===== config.mk =====
export PLATFORM = sky130hd
export DESIGN_NAME = logic_unit_arbiter
export DESIGN_NICKNAME = d
export VERILOG_FILES = /design/src/rtl/logic_unit_arbiter.sv
export SDC_FILE = /design/constraint.sdc
export NUM_CORES = 1
export LEC_CHECK = 0
export BUFFER_PORTS_ARGS = -buffer_cell sky130_fd_sc_hd__buf_2
export CAP_MARGIN = 20
export CORE_ASPECT_RATIO = 1.1
export CORE_MARGIN = 1
export CORE_UTILIZATION = 41
export DETAILED_ROUTE_END_ITERATION = 8
export GPL_ROUTABILITY_DRIVEN = 0
export PLACE_DENSITY = 0.76
export SKIP_CTS_REPAIR_TIMING = 1
export SYNTH_ARGS = -nofsm -noshare
export SYNTH_HDL_FRONTEND = slang
export SYNTH_SLANG_ARGS = --single-unit

===== constraint.sdc =====
create_clock -name clk -period 3.25 [get_ports clk]
set_clock_uncertainty 0.05 [all_clocks]
set_input_delay 0.325 -clock clk [delete_from_list [all_inputs] [get_ports clk]]
set_output_delay 0.325 -clock clk [all_outputs]
set_load 0.05 [all_outputs]

===== src/rtl/logic_unit_arbiter.sv =====
// logic_unit_arbiter
// Round-robin arbiter that shares one external combinational 32-bit bitwise
// logic unit between two requesters. An accepted request's op/operands are
// latched onto the unit, the unit output is registered one cycle later and
// returned to the owner with a one-cycle done pulse.
//
// Ports:
//   clk, reset             rising-edge clock, asynchronous active-high reset
//   req0/op0/a0/b0         requester 0 request (held until done0), op, operands
//   req1/op1/a1/b1         requester 1 request (held until done1), op, operands
//   gnt0, gnt1             one-cycle accept pulses (high during EXEC)
//   done0, done1           one-cycle result-valid pulses (high during DONE)
//   result, zero           registered unit result and result == 0 flag
//   unit_op/unit_a/unit_b  latched op and operands driven to the shared unit
//   unit_y                 shared unit combinational output
//   busy                   high while a transaction is in EXEC or DONE
module logic_unit_arbiter #(
    parameter int unsigned WIDTH = 32
) (
    input  logic             clk,
    input  logic             reset,
    input  logic             req0,
    input  logic [1:0]       op0,
    input  logic [WIDTH-1:0] a0,
    input  logic [WIDTH-1:0] b0,
    input  logic             req1,
    input  logic [1:0]       op1,
    input  logic [WIDTH-1:0] a1,
    input  logic [WIDTH-1:0] b1,
    output logic             gnt0,
    output logic             gnt1,
    output logic             done0,
    output logic             done1,
    output logic [WIDTH-1:0] result,
    output logic             zero,
    output logic [1:0]       unit_op,
    output logic [WIDTH-1:0] unit_a,
    output logic [WIDTH-1:0] unit_b,
    input  logic [WIDTH-1:0] unit_y,
    output logic             busy
);

    typedef enum logic [1:0] {
        IDLE = 2'd0,
        EXEC = 2'd1,
        DONE = 2'd2
    } state_t;

    state_t           state;
    state_t           state_nxt;
    logic             ptr;
    logic             ptr_nxt;
    logic             owner;
    logic             owner_nxt;
    logic             win;
    logic             gnt0_nxt;
    logic             gnt1_nxt;
    logic             done0_nxt;
    logic             done1_nxt;
    logic [WIDTH-1:0] result_nxt;
    logic             zero_nxt;
    logic [1:0]       unit_op_nxt;
    logic [WIDTH-1:0] unit_a_nxt;
    logic [WIDTH-1:0] unit_b_nxt;
    logic             busy_nxt;

    // State and output registers
    always_ff @(posedge clk or posedge reset) begin
        if (reset) begin
            state   <= IDLE;
            ptr     <= 1'b0;
            owner   <= 1'b0;
            gnt0    <= 1'b0;
            gnt1    <= 1'b0;
            done0   <= 1'b0;
            done1   <= 1'b0;
            result  <= '0;
            zero    <= 1'b0;
            unit_op <= 2'b00;
            unit_a  <= '0;
            unit_b  <= '0;
            busy    <= 1'b0;
        end else begin
            state   <= state_nxt;
            ptr     <= ptr_nxt;
            owner   <= owner_nxt;
            gnt0    <= gnt0_nxt;
            gnt1    <= gnt1_nxt;
            done0   <= done0_nxt;
            done1   <= done1_nxt;
            result  <= result_nxt;
            zero    <= zero_nxt;
            unit_op <= unit_op_nxt;
            unit_a  <= unit_a_nxt;
            unit_b  <= unit_b_nxt;
            busy    <= busy_nxt;
        end
    end

    // Next-state, arbitration and output decode
    always_comb begin
        state_nxt   = state;
        ptr_nxt     = ptr;
        owner_nxt   = owner;
        win         = 1'b0;
        gnt0_nxt    = 1'b0;
        gnt1_nxt    = 1'b0;
        done0_nxt   = 1'b0;
        done1_nxt   = 1'b0;
        result_nxt  = result;
        zero_nxt    = zero;
        unit_op_nxt = unit_op;
        unit_a_nxt  = unit_a;
        unit_b_nxt  = unit_b;

        case (state)
            IDLE: begin
                if (req0 || req1) begin
                    // Contention goes to ptr; otherwise the lone requester wins.
                    win         = (req0 && req1) ? ptr : req1;
                    owner_nxt   = win;
                    unit_op_nxt = win ? op1 : op0;
                    unit_a_nxt  = win ? a1 : a0;
                    unit_b_nxt  = win ? b1 : b0;
                    gnt0_nxt    = ~win;
                    gnt1_nxt    = win;
                    state_nxt   = EXEC;
                end
            end
            EXEC: begin
                result_nxt = unit_y;
                zero_nxt   = (unit_y == '0);
                done0_nxt  = ~owner;
                done1_nxt  = owner;
                // Prefer the other requester at the next contention.
                ptr_nxt    = ~owner;
                state_nxt  = DONE;
            end
            DONE: begin
                state_nxt = IDLE;
            end
            default: begin
                state_nxt = IDLE;
            end
        endcase

        busy_nxt = (state_nxt != IDLE);
    end

endmodule


==> metrics.md, run 1 <==
| Metric | Value |
|---|---|
| DR vias/cell | `5.30` |
| Bufs on Longest Clock Path | `2` |
| CTS Buf Count | `9` |
| Layout fillers | `1181` |
| CP arrival | `2.05 ns` |
| Most frequent cells in the layout | `buf_2, dfrtp_1, nand2_1` |
| DRC violations left | `0` |
| Die Width | `110 um` |
| Clk slew on worst S/H paths | `approximately 0.070 ns` |
| Status | `complete, no violations` |
| Hold Fails Final Rpt | `0` |
| Yosys warnings | `0` |
| Synth area leader | `dfrtp_1` |
| Nets | `958` |
| Top cells by area, synth | `dfrtp_1, nand3b_1, a31oi_2` |
| Port bufs | `271` |
| Initial core utilization | `between 40% and 50%` |
| Internal | `3.82 mW` |
| Worst skew pair latency | `0.33 ns` |
| Congestion Overflow GR | `0` |
| Post-synthesis cell type count | `24` |
| CTS tree | `done` |
| # rows | `43` |
| GRT Util Overall | `between 20 and 25%` |
| CP required | `3.46 ns` |
| Wirelength, routed | `between 10 and 15 mm` |
| Clock network power share | `13.6%` |
| Most common cell after layout, fill and taps aside | `buf_2` |
| CP startpoint kind | `input port` |
| Core Area | `12500 um2` |
| Worst-Margin Slew | `1.01 ns` |
| Worst vdd rail ir drop | `0.626 mV` |
| Final hold slack | `0.0478 ns` |
| Vias post-DR | `about 5000` |
| Die H | `121 um` |
| Switching part of the total power | `between 50% and 60%` |
| Crit. End Element | `flop` |
| Setup violations, final | `0` |
| Synthesis-to-finish area growth | `32.4%` |
| # IOs | `about 270` |
| Post-layout util | `roughly 55%` |
| Kind of critical path | `in2reg` |
| HP Class | `in2async` |
| Power per Cell Area | `1200 nW/um2` |
| Crit Path Max Fanout | `just under 70` |
| Sink Count | `108` |
| Reg power frac | `28.2%` |
| DRT Pass-1 Iters | `5` |
| Max Slew Vio Count | `0` |
| Slew HR | `32.9%` |
| Die ar. | `around 13000 um2` |
| Clock root buffer | `clkbuf_16` |
| Psw | `4.52 mW` |
| Seq/Total Area, Yosys | `roughly half` |
| Max Freq | `0.546 GHz` |
| ANT nets after route | `0` |
| Min Tclk post-route | `1.83 ns` |
| Synth Area per Inst | `about 9.4 um2` |
| Layout cells sized above 1 | `between 40% and 50%` |
| First-pass GRT wire length | `23.0 mm` |
| Synth Net Count | `724` |
| Initial drt markers | `330` |
| H-tree levels | `3` |
| Yosys reg bits | `~110` |
| Pin count of the biggest net entering global routing | `69` |
| Pleak | `3.27 nW` |
| Overall power | `roughly 8.3 mW` |
| DR WL/cell | `around 16 um` |
| Initial antenna violation count | `1` |
| Comb pwr share | `58.2%` |
| Post-DP HPWL | `10.2 mm` |
| RSZ-0062 raised after global routing | `no` |
| Post-Syn Area | `about 5300 um2` |
| Number of global-route vias before repair | `4853` |
| Setup TNS | `0 ns` |
| Yosys top cell area share | `51.5%` |
| Final period util | `between 50% and 60%` |
| Max Cap Viol | `0` |
| Synthesized instance count | `about 560` |
[routing by layer]
layer  track usage (%)  routed length (um)  up-vias
met5                 0                   0        -
met4              9.75                 348        0
met3              4.53                1090       27
met2              37.2                7350      238
met1              27.4                6200     2336
li1                  -                   -     2454
[worst paths after layout]
check,start,endpoint,slack (ns),depth (start not counted)
max,req1,unit_a[14],1.42,5
min,reset,result[2],0.05,2
max reg2reg,state[1],unit_a[15],1.60,4
min reg2reg,owner,done0,0.39,1
max in group asynchronous,reset,result[18],2.36,3
min in group clk,unit_y[13],result[13],0.14,3
[power by group through the flow]
stage | registers, mW | logic (mW) | clock network (mW)
2_1_floorplan | 4.57 | 1.58 | 0
3_3_place_gp | 2.35 | 4.85 | 0
3_5_place_dp | 2.37 | 4.90 | 0
4_1_cts | 2.35 | 4.90 | 1.16
5_1_grt | 2.43 | 5.17 | 1.22
6_report | 2.35 | 4.86 | 1.13
[state kept, by name, indices dropped and copies added (netlist names)]
register  cells
busy          1
done0         1
done1         1
gnt0          1
gnt1          1
owner         1
ptr           1
result       32
state         2
unit_a       32
unit_b       32
unit_op       2
zero          1
[stage by stage]
step	instances	instance area, um2	worst slack [ns]
3_5_place_dp	936	6640	1.05
3_3_place_gp	936	6640	1.10
6_report	953	6950	1.42
5_1_grt	953	6950	1.26
2_1_floorplan	556	5250	0.0294
4_1_cts	952	6950	1.40
[cell type report]
type	instances	area, um2	area share, %
Inverter	4	17.5	0.252
Timing Repair Buffer	281	1440	20.8
Clock inverter	5	60.1	0.864
Sequential cell	108	2700	38.9
Multi-Input combinational cell	386	2280	32.8
Antenna cell	1	2.50	0.0360
Clock buffer	11	253	3.64
Tap cell	157	196	2.83
[worst max-delay path, cell delays in order]
cell	delay (ns)
buf_2	0.11
buf_4	0.27
inv_2	0.76
o21ai_0	0.29
a31oi_2	0.23
[synth_stat cells]
master,number
inv_1,1
a21oi_1,66
buf_6,4
o21ai_0,66
nand2_2,1
a31oi_2,30
a31oi_1,36
nor2_1,6
buf_1,1
clkbuf_1,35
nand2b_1,1
dfrtp_1,108
nor2b_1,1
o31ai_1,1
nand4_1,2
a21o_1,1
nand2_1,98
nand3b_1,66
or2_1,1
buf_2,17
and2_1,1
inv_2,3
nor4_1,9
buf_4,1
[logic make-up after synthesis]
group	after synthesis	share of synthesized area [%]
buffers and inverters	62	5.48
DFF	108	51.5
and+or+nand+nor	186	18.8
AOI/OAI and AO/OA	200	24.3
(Power assumes the default switching activity.)
==> run 2, diff against run 1 <==
- clock period: 3.25 -> 1.5 ns (I/O delays scaled with it)
==> metrics.md, run 2 (synthesis gave the netlist of run 1 again) <==
| Metric | Value |
|---|---|
| Status | `complete, but fails checks` |
| Violated checks | `hold timing` |
| Die Width | `110 um (unchanged)` |
| Min Tclk post-route | `1.38 ns` |
| CTS Buf Count | `9 (unchanged)` |
| Bufs on Longest Clock Path | `2 (unchanged)` |
| Fin area | `7370 um2 (+6.0%)` |
| GRT Util Overall | `22.6% (+0.36 points)` |
| # IOs | `272 (unchanged)` |
| Stages on the worst setup path | `5 (unchanged)` |
| Crit path cell chain | `dlygate4sd3_1 -> buf_2 -> nor4_1 -> nand4_1 -> o31ai_1` |
| Worst skew pair latency | `0.34 ns (about the same)` |
| Cell Area, Placed | `6800 um2 (+2.5%)` |
| Kind of critical path | `in2reg` |
| Max Slew Vio Count | `0 (unchanged)` |
| Worst-Margin Slew | `0.503 ns (-0.504 ns)` |
| HP Class | `in2reg` |
| # rows | `43 (unchanged)` |
| Final period util | `92.1%` |
| Core Area | `12500 um2 (unchanged)` |
| Power per Cell Area | `2530 nW/um2 (+110%)` |
| Crit. End Element | `flop` |
| Top Registers | `result x32, unit_a x32, unit_b x32` |
| Die H | `121 um (unchanged)` |
| Synthesis-to-finish area growth | `40.4%` |
| CP delay by family, top | `buffers and inverters` |
| Most frequent cells in the layout | `buf_2, dfrtp_1, nand2_1` |
| Worst Slack Setup Final | `0.118 ns (-1.30 ns)` |
| Diodes inserted | `0 (-1)` |
| Congestion Overflow GR | `0 (unchanged)` |
| Initial core utilization | `41.9% (unchanged)` |
| RSZ-0062 raised after global routing | `no` |
| Worst vdd rail ir drop | `1.49 mV (+140%)` |
| Post-layout util | `58.8% (+3.3 points)` |
| DRC violations left | `0 (unchanged)` |
| Die ar. | `13300 um2 (unchanged)` |
| Hold path cells | `3` |
| R2r worst-path depth | `5 (+1)` |
| Port bufs | `271 (unchanged)` |
| Layout cells sized above 1 | `41.2% (-0.90 points)` |
| Setup violations, final | `0 (unchanged)` |
| Initial drt markers | `356 (+7.9%)` |
| Critical path destination | `zero` |
| Vias post-DR | `5274 (+4.3%)` |
| Clk slew on worst S/H paths | `0.07 ns (about the same)` |
| CP arrival | `1.57 ns (-0.48 ns)` |
| RR Startpoint | `state[1]` |
| Number of global-route vias before repair | `4811 (-0.87%)` |
| R2r setup slk | `0.13 ns (-1.47 ns)` |
| DR vias/cell | `5.36 (+1.0%)` |
| DRT Pass-1 Iters | `4 (-1)` |
| Wirelength, routed | `15.9 mm (+6.4%)` |
| Crit Path Max Fanout | `2 (-97%)` |
| Initial antenna violation count | `0 (-1)` |
| Pin count of the biggest net entering global routing | `78 (+13%)` |
| DP Worst Slack | `0.121 ns (-0.932 ns)` |
| Slew HR | `66.5% (+34 points)` |
| Final hold slack | `-0.0134 ns (-0.0612 ns)` |
| ANT nets after route | `0 (unchanged)` |
| Sink Count | `108 (unchanged)` |
| First-pass GRT wire length | `23.2 mm (+1.1%)` |
| FF-to-FF End | `unit_b[9]` |
| WP buf/inv | `2 (-1)` |
| Slowest stage delay, CP | `0.52 ns (-0.24 ns)` |
| Post-DP HPWL | `10.6 mm (+4.5%)` |
| Max Freq | `around 0.72 GHz` |
| Most common cell after layout, fill and taps aside | `buf_2` |
| Hold Fails Final Rpt | `4 (+4)` |
| H-tree levels | `3 (unchanged)` |
| CP required | `1.68 ns (-1.78 ns)` |
| Pleak | `3.44 nW (+5.2%)` |
| Worst path slowest cell | `dlygate4sd3_1` |
| Layout fillers | `1122 (-5.0%)` |
| DR WL/cell | `16.2 um (+3.0%)` |
| CTS tree | `done` |
| CP startpoint kind | `input port` |
| Nets | `990 (+3.3%)` |
| Clock root buffer | `clkbuf_16` |
| Setup crit start | `unit_y[20]` |
| Max Cap Viol | `0 (unchanged)` |
run 2: changes by cell type in the layout (fill, tap and decap cells not counted), moves of 2 or more:
cell | previous run | this run
clkbuf_8 | 2 | 0
buf_12 | 1 | 10
buf_4 | 9 | 7
dlygate4sd3_1 | 0 | 25
clkinvlp_4 | 1 | 3
run 2: worst reg2reg max path, stage by stage (launching register included):
cell	delay, ns
dfrtp_1	0.41
nor2_4	0.17
nand2_2	0.10
inv_2	0.11
buf_12	0.25
a31oi_1	0.16
run 2: worst min-delay path by stage:
stage               startpoint    endpoint
detailed placement       reset  unit_a[16]
global placement         reset  unit_a[16]
CTS                      reset  unit_a[16]
floorplan            unit_y[0]   result[0]
global route        unit_y[25]  result[25]
finish              unit_y[25]  result[25]
run 2: area by class of cell:
type                       count  area, um2  share of cell area (%)
multi-input combinational    386       2280                    30.9
tap                          157        196                    2.66
clock inverter                 6       88.8                    1.21
timing repair buffer         313       1860                    25.2
sequential                   108       2700                    36.7
inverter                       4       18.8                   0.255
clock buffer                  10        229                    3.11
run 2: power by group:
| group | switching [mW] | total, mW | internal (mW) |
|---|---|---|---|
| Combinational | 8.10 | 11.0 | 2.87 |
| Clock | 1.07 | 2.53 | 1.47 |
| Sequential | 0.744 | 5.11 | 4.37 |
run 2: routing by layer:
metal | GRT usage, % | routed length (um)
met1 | 26.6 | 6140
met2 | 38.4 | 7990
met3 | 6.85 | 1410
met4 | 8.00 | 388
met5 | 0 | 0
run 2: through the flow:
step / power, mW / hold slack (ns) / TNS [ns] / std cells
2_1_floorplan: 13.3 / 0.205 / -0.162 / 556
3_3_place_gp: 16.0 / 0.0354 / 0 / 943
3_5_place_dp: 16.1 / 0.0382 / 0 / 943
4_1_cts: 18.7 / -0.328 / 0 / 959
5_1_grt: 19.7 / 0.00335 / 0 / 984
6_report: 18.6 / -0.0134 / 0 / 984
==> run 3, diff against run 2 <==
- CORE_UTILIZATION: 41 -> 49
- CTS_BUF_LIST: unset -> sky130_fd_sc_hd__clkbuf_16
- PLACE_DENSITY: 0.76 -> 0.86
- clock period: 1.5 -> 1.6 ns (I/O delays scaled with it)
==> metrics.md, run 3 (synthesis gave the netlist of run 1 again) <==
| Metric | Value |
|---|---|
| Worst skew pair latency | `0.34 ns (about the same)` |
| GRT met1 Usage | `33.5% (+6.9 points)` |
| Setup violations, final | `0 (unchanged)` |
| DRC violations left | `0 (unchanged)` |
| Most common cell after layout, fill and taps aside | `buf_2` |
| Slew HR | `52.6% (-14 points)` |
| Pin count of the biggest net entering global routing | `98 (+26%)` |
| DP Worst Slack | `0.142 ns (+0.0210 ns)` |
| Layout cells sized above 1 | `41.9% (+0.63 points)` |
| Clock network power share | `12.5% (-1.1 points)` |
| Kind of critical path | `reg2reg` |
| Clk slew on worst S/H paths | `0.07 ns (about the same)` |
| Violated checks | `hold timing` |
| GRT met2 Usage | `49.6% (+11 points)` |
| Wirelength, routed | `16.3 mm (+2.5%)` |
| Layout fillers | `821 (-27%)` |
| Core Area | `10400 um2 (-17%)` |
| CP required | `1.75 ns (+0.07 ns)` |
| DRT Pass-1 Iters | `5 (+1)` |
| HP Class | `in2reg` |
| Vias post-DR | `5353 (+1.5%)` |
| Nets | `980 (-1.0%)` |
| Final period util | `89.5%` |
| Max Slew Vio Count | `0 (unchanged)` |
| Internal | `7.85 mW (-9.8%)` |
| Initial core utilization | `50.5% (+8.6 points)` |
| Max Cap Viol | `0 (unchanged)` |
| Clock root buffer | `clkbuf_16` |
| Reg power frac | `28.4% (+1.0 points)` |
| Congestion Overflow GR | `0 (unchanged)` |
| GR peak layer | `met2` |
| Worst Slack Setup Final | `0.169 ns (+0.0509 ns)` |
| Status | `complete, but fails checks` |
| RSZ-0062 raised after global routing | `no` |
| Fin cells | `961 (-2.3%)` |
| Power per Cell Area | `2400 nW/um2 (-5.0%)` |
| Worst-Margin Slew | `0.711 ns (+0.208 ns)` |
| Met3 Track Usage GR | `6.71% (-0.14 points)` |
| # IOs | `272 (unchanged)` |
| CP delay by family, top | `flip-flops` |
| Psw | `9.35 mW (-5.7%)` |
| Max Freq | `0.699 GHz` |
| Setup TNS | `0 ns (unchanged)` |
| Comb pwr share | `59.1% (+0.2 points)` |
| Crit path cell chain | `nor2_4 -> nand2_2 -> inv_2 -> buf_4 -> a31oi_1` |
| Final hold slack | `-0.00645 ns (+0.00694 ns)` |
| Min Tclk post-route | `1.43 ns` |
| Number of global-route vias before repair | `5178 (+7.6%)` |
| Pleak | `3.37 nW (-2.0%)` |
| Overall power | `17.2 mW (-7.6%)` |
| Worst vdd rail ir drop | `1.41 mV (-5.3%)` |
| Post-placement cell count | `932 (-1.2%)` |
| Synthesis-to-finish area growth | `36.4%` |
| CP startpoint kind | `flop` |
| ANT nets after route | `0 (unchanged)` |
| Worst path slowest cell | `dfrtp_1` |
| Die Width | `101 um (-8.4%)` |
| Crit Path Max Fanout | `21 (+19)` |
| Slowest stage delay, CP | `0.43 ns (-0.09 ns)` |
| WP buf/inv | `2 (unchanged)` |
| DR vias/cell | `5.57 (+3.9%)` |
| Bufs on Longest Clock Path | `2 (unchanged)` |
| Post-DP HPWL | `11.7 mm (+9.6%)` |
| Post-layout util | `68.9% (+10 points)` |
| GRT Util Overall | `29.0% (+6.4 points)` |
| CTS tree | `done` |
| Top Registers | `result x32, unit_a x32, unit_b x32` |
| Sink Count | `108 (unchanged)` |
| CTS Buf Count | `9 (unchanged)` |
| Crit. End Element | `flop` |
| Initial antenna violation count | `1 (+1)` |
| Switching part of the total power | `54.4% (+1.1 points)` |
| First-pass GRT wire length | `25.0 mm (+7.5%)` |
| Hold Fails Final Rpt | `6 (+2)` |
| Port bufs | `271 (unchanged)` |
| Die ar. | `11100 um2 (-16%)` |
| Die H | `111 um (-8.4%)` |
| CP arrival | `1.58 ns (about the same)` |
| H-tree levels | `3 (unchanged)` |
| # rows | `39 (-9.3%)` |
| Initial drt markers | `349 (-2.0%)` |
| DR WL/cell | `17.0 um (+5.0%)` |
| Most frequent cells in the layout | `buf_2, dfrtp_1, nand2_1` |
run 3: power by group through the flow:
stage / combinational, mW / clock, mW / sequential (mW)
CTS: 10.2 / 2.18 / 4.87
finish: 10.2 / 2.15 / 4.89
global route: 10.7 / 2.30 / 5.00
detailed placement: 10.1 / 0 / 4.89
floorplan: 3.21 / 0 / 9.28
global placement: 9.93 / 0 / 4.82
run 3: worst paths after layout:
path	from	to	slack, ns	cells past startpoint
worst max-delay path	state[1]	unit_b[29]	0.17	5
worst min-delay path	unit_y[0]	result[0]	-0.006	3
worst max register to register	state[1]	unit_b[29]	0.17	5
worst min register to register	owner	done0	0.41	1
max in group asynchronous	reset	result[2]	0.49	4
min in group asynchronous	reset	unit_a[13]	0.39	3
run 3: metrics by stage:
step	hold slack (ns)	cell area [um2]
final	-0.00645	7170
after global routing	0.00182	7170
after CTS	-0.163	7040
after detailed placement	0.200	6760
after global placement	0.194	6760
after floorplan	0.215	5260
run 3: layout make-up:
cell class / instances / area (um2) / area share (%)
flip-flops and latches: 108 / 2700 / 37.7
inverters: 4 / 18.8 / 0.262
repair buffers: 303 / 1700 / 23.7
clock inverters: 7 / 58.8 / 0.821
diodes: 1 / 2.50 / 0.0349
clock buffers: 9 / 225 / 3.14
multi-input cells: 386 / 2280 / 31.8
well taps: 143 / 179 / 2.50
run 3: worst register-to-register path, cell delays in order (launching register included):
cell	delay, ns
dfrtp_1	0.43
nor2_4	0.16
nand2_2	0.10
inv_2	0.09
buf_4	0.30
a31oi_1	0.17
run 3: metal layers:
layer | up-vias | routed length [um]
met1 | 2494 | 6140
met2 | 306 | 8220
met4 | 0 | 621
met3 | 49 | 1350
li1 | 2504 | -
met5 | - | 0
